File: src/rtl/shift_in_frame.sv
// Serial-to-parallel deserializer: assembles WIDTH-bit frames from a bit stream
// and hands each completed frame to a consumer over a valid/ack handshake.
module shift_in_frame #(
   parameter int unsigned WIDTH     = 12,
   parameter bit          MSB_FIRST = 1'b1
) (
   input  logic                           clk,
   input  logic                           rst,
   input  logic                           ena,
   input  logic                           data_in,
   input  logic                           sync,
   input  logic                           data_ack,
   output logic [WIDTH-1:0]               data_out,
   output logic                           data_valid,
   output logic [$clog2(WIDTH+1)-1:0]     bit_cnt,
   output logic                           overrun
);

   localparam int unsigned CntW = $clog2(WIDTH + 1);
   localparam logic [CntW-1:0] LastCnt = CntW'(WIDTH - 1);

   logic [WIDTH-1:0] sreg_q, sreg_d;
   logic [WIDTH-1:0] shift_base, shifted;
   logic [CntW-1:0]  cnt_q, cnt_d;
   logic [WIDTH-1:0] out_q, out_d;
   logic             valid_q, valid_d;
   logic             ovr_q, ovr_d;
   logic             complete;

   always_comb begin
      // A sync with a bit starts a fresh frame, so shift into an empty register.
      shift_base = sync ? '0 : sreg_q;
      if (MSB_FIRST) begin
         shifted = {shift_base[WIDTH-2:0], data_in};
      end else begin
         shifted = {data_in, shift_base[WIDTH-1:1]};
      end
      complete = ena && !sync && (cnt_q == LastCnt);

      sreg_d = sreg_q;
      cnt_d  = cnt_q;
      if (ena) begin
         sreg_d = shifted;
         if (sync) begin
            cnt_d = CntW'(1);
         end else if (complete) begin
            cnt_d = '0;
         end else begin
            cnt_d = cnt_q + CntW'(1);
         end
      end else if (sync) begin
         sreg_d = '0;
         cnt_d  = '0;
      end

      out_d   = out_q;
      valid_d = valid_q;
      ovr_d   = ovr_q;
      if (complete) begin
         // An ack in the completion cycle frees the holding register for the new frame.
         if (!valid_q || data_ack) begin
            out_d   = shifted;
            valid_d = 1'b1;
         end else begin
            ovr_d = 1'b1;
         end
      end else if (valid_q && data_ack) begin
         valid_d = 1'b0;
      end
   end

   always_ff @(posedge clk) begin
      if (rst) begin
         sreg_q  <= '0;
         cnt_q   <= '0;
         out_q   <= '0;
         valid_q <= 1'b0;
         ovr_q   <= 1'b0;
      end else begin
         sreg_q  <= sreg_d;
         cnt_q   <= cnt_d;
         out_q   <= out_d;
         valid_q <= valid_d;
         ovr_q   <= ovr_d;
      end
   end

   assign data_out   = out_q;
   assign data_valid = valid_q;
   assign bit_cnt    = cnt_q;
   assign overrun    = ovr_q;

endmodule

File: config.mk
export PLATFORM = sky130hd
export DESIGN_NAME = shift_in_frame
export DESIGN_NICKNAME = d
export VERILOG_FILES = /design/src/rtl/shift_in_frame.sv
export SDC_FILE = /design/constraint.sdc
export NUM_CORES = 1
export LEC_CHECK = 0
export BUFFER_PORTS_ARGS = -buffer_cell sky130_fd_sc_hd__buf_2
export CAP_MARGIN = 20
export CORE_MARGIN = 10
export CORE_UTILIZATION = 48
export DETAILED_ROUTE_END_ITERATION = 7
export MAX_ROUTING_LAYER = met4
export PLACE_DENSITY = 0.73
export SYNTH_ARGS = -nofsm -noshare
export SYNTH_HDL_FRONTEND = slang
export SYNTH_SLANG_ARGS = --single-unit
File: constraint.sdc
create_clock -name clk -period 1.5 [get_ports clk]
set_clock_uncertainty 0.1 [all_clocks]
set_input_delay 0.15 -clock clk [delete_from_list [all_inputs] [get_ports clk]]
set_output_delay 0.15 -clock clk [all_outputs]
set_load 0.02 [all_outputs]
==> flow_summary.ini <==
[clock_tree]
clockBufferDepth = 2
htree_levels = 2
path_clk_slew_ns = 0.10
numCtsBuffers = 5
root_buffer = clkbuf_4
cts_tree = yes
clock_latency_ns = 0.34
cts.sinks = 29

[sta]
fin_ws_ns = -0.02026
min_period_ns = 1.520
worst_pin_slew_ns = 0.8320
rsz0062_at_grt = yes
finalSetupViolations = 7
fmax_mhz = 657.8
fin_crit_sh_pct = 101.4
hold_violations = 0
holdWs_ns = 0.06942
final_max_slew_viol_count = 0
slew_headroom_pct = 44.47
fin_setup_tns_ns = -0.07746

[logic_synthesis]
synth_top_cell_by_area = dfxtp_1
synth_cell_types = 29
synth.most_common_cell = dfxtp_1
synth-seq-cells = 29
synth_nets = 135
async_flop_share_pct = 0
syn_inst = 128
synth_top_flop_cell = dfxtp_1
syn_area_um2 = 1264
ys_seq_area_share_pct = 45.94
synth.top_cell.area_share_pct = 45.94
yosys-top-cells-area = dfxtp_1, mux2i_1, o41ai_1, nand2b_1, o311ai_0
yosys_warnings = 0
synth.avg_cell_area_um2 = 9.873
synthTopCellsByCount = dfxtp_1, nand2b_1, nor2_1
synth_edf_count = 0

[routing]
first_pass_iters = 4
finalWirelength_mm = 3.546
wl_met3_um = 336
vias = 1127
wl_per_cell_um = 19.17
maxUsedRoutingLayer = met4
drc = 0
wl_met1_mm = 1.422
drt_first_iter_violations = 137
viasPerCell = 6.092
drtAntennaViolNets = 0
met2_wirelength_mm = 1.728

[global_routing]
track_usage_pct = 11.83
grt_pass1_wl_mm = 4.788
grt_pass1_vias = 982
grt-ovfl-total = 0
grt_max_degree = 23
antenna_found_initial = 0

[floorplanning]
dieArea_um2 = 5085
io_pins = 24
core_area_um2 = 2500
fp.dieW_um = 71.31
initial_core_util_pct = 50.55
rows = 18
fp.dieH_um = 71.31

[critical_path]
cp_data_required_time_ns = 1.62
reg2reg_slack_ns = -0.02
cp-start-kind = register
endpoint_kind = register
critPathMaxFanout = 6
crit_type = reg -> reg
cp.arrival_ns = 1.64

[run_status]
status = finished, violations left
violations = setup timing

[cells_and_area]
layout-drive-gt1-share_pct = 39.35
diodes = 0
area_growth_pct = 35.64
nets = 161
nFillCells = 172

[min_path]
holdCritPathClass = in -> reg

[pwr]
power_density_nw_per_um2 = 771.6
leakage_nw = 0.6602
ir_worst_vdd_uv = 743.7

[placed_design]
io_buffers = 23
dp_hpwl_mm = 1.995
gp_congestion = 0.7922

[flow_run]
cap_violations = 0
-- registers in the layout (all words and copies together) (netlist names) --
signal      flops
data_valid      1
overrun         1
data_out       12
bit_cnt         4
sreg_q         11
-- layout by cell type, fill, tap and decap left out, types with 2 or more instances in the layout --
| master | instances |
|---|---|
| dfxtp_1 | 27 |
| buf_2 | 23 |
| nand2b_1 | 14 |
| nor2_1 | 13 |
| mux2i_1 | 11 |
| o311ai_4 | 8 |
| o41ai_2 | 6 |
| o41ai_1 | 5 |
| clkbuf_4 | 5 |
| nand2_1 | 4 |
| a21oi_1 | 4 |
| buf_4 | 4 |
| o21ai_0 | 2 |
| nor2b_4 | 2 |
| o311ai_2 | 2 |
| dfxtp_4 | 2 |
| clkinv_2 | 2 |
| buf_6 | 2 |
-- through the flow --
step           power [W]  utilization, %  instances  setup slack [ns]  cell area, um^2
2_1_floorplan  0.0008492               -        128           0.02753             1274
3_3_place_gp   0.0008634           55.66        173           -0.2592             1391
3_5_place_dp   0.0008656           55.66        173           -0.3587             1391
4_1_cts         0.001318           58.21        182          -0.06748             1455
5_1_grt         0.001386           68.57        185          -0.07934             1714
6_report        0.001323           68.57        185          -0.02026             1714
-- cell type report --
cell class	instances	area (um^2)	area share, %
multi-input cells	87	855.8	49.93
flip-flops and latches	29	588.1	34.31
repair buffers	30	177.7	10.36
clock buffers	6	41.29	2.409
well taps	30	37.54	2.190
clock inverters	2	10.01	0.5839
inverters	1	3.754	0.2190
-- per-layer routing --
metal	vias up	global-route usage (%)
li1	528	-
met1	541	12.98
met2	51	16.47
met3	7	6.612
met4	0	6.667
met5	-	-
-- cells by family after synthesis --
family	count (synthesis)	synth area share (%)
adders and majority gates	1	0.9899
AOI/OAI and AO/OA	32	19.90
and+or+nand+nor	41	18.32
buffers and inverters	13	5.445
xor gates and xnor gates	1	0.6932
DFF	29	45.94
muxes	11	8.713
-- worst max-delay path, cell delays in order (launching register included) --
cell	delay, ns
dfxtp_4	0.39
ha_4	0.15
nand3b_1	0.16
buf_6	0.19
o311ai_2	0.29
o41ai_1	0.11
-- final timing paths --
kind | start | endpoint | cells past startpoint
worst max-delay path | bit_cnt[0]$_SDFFE_PP0P_ | data_out[8]$_SDFFE_PP0P_ | 5
worst min-delay path | ena | bit_cnt[1]$_SDFFE_PP0P_ | 3
worst max register to register | bit_cnt[0]$_SDFFE_PP0P_ | data_out[8]$_SDFFE_PP0P_ | 5
worst min register to register | data_out[0]$_SDFFE_PP0P_ | data_out[0]$_SDFFE_PP0P_ | 2
-- repair_timing --
action                     4_1_cts  5_1_grt
pin swaps                        0        7
setup buffers                    0        1
hold buffers                     1        0
resized for setup                3       41
hold endpoints to repair         1        0
setup endpoints to repair       13       13
gates cloned                     0        2
-- power breakdown --
| group | switching, W | total, W | internal [W] | leakage (nW) |
|---|---|---|---|---|
| logic | 0.0000567 | 0.0000905 | 0.0000338 | 0.393 |
| registers | 0.00000557 | 0.000778 | 0.000773 | 0.235 |
| clock network | 0.000276 | 0.000454 | 0.000178 | 0.0320 |
Note: power is estimated with default switching activity, not from simulation.
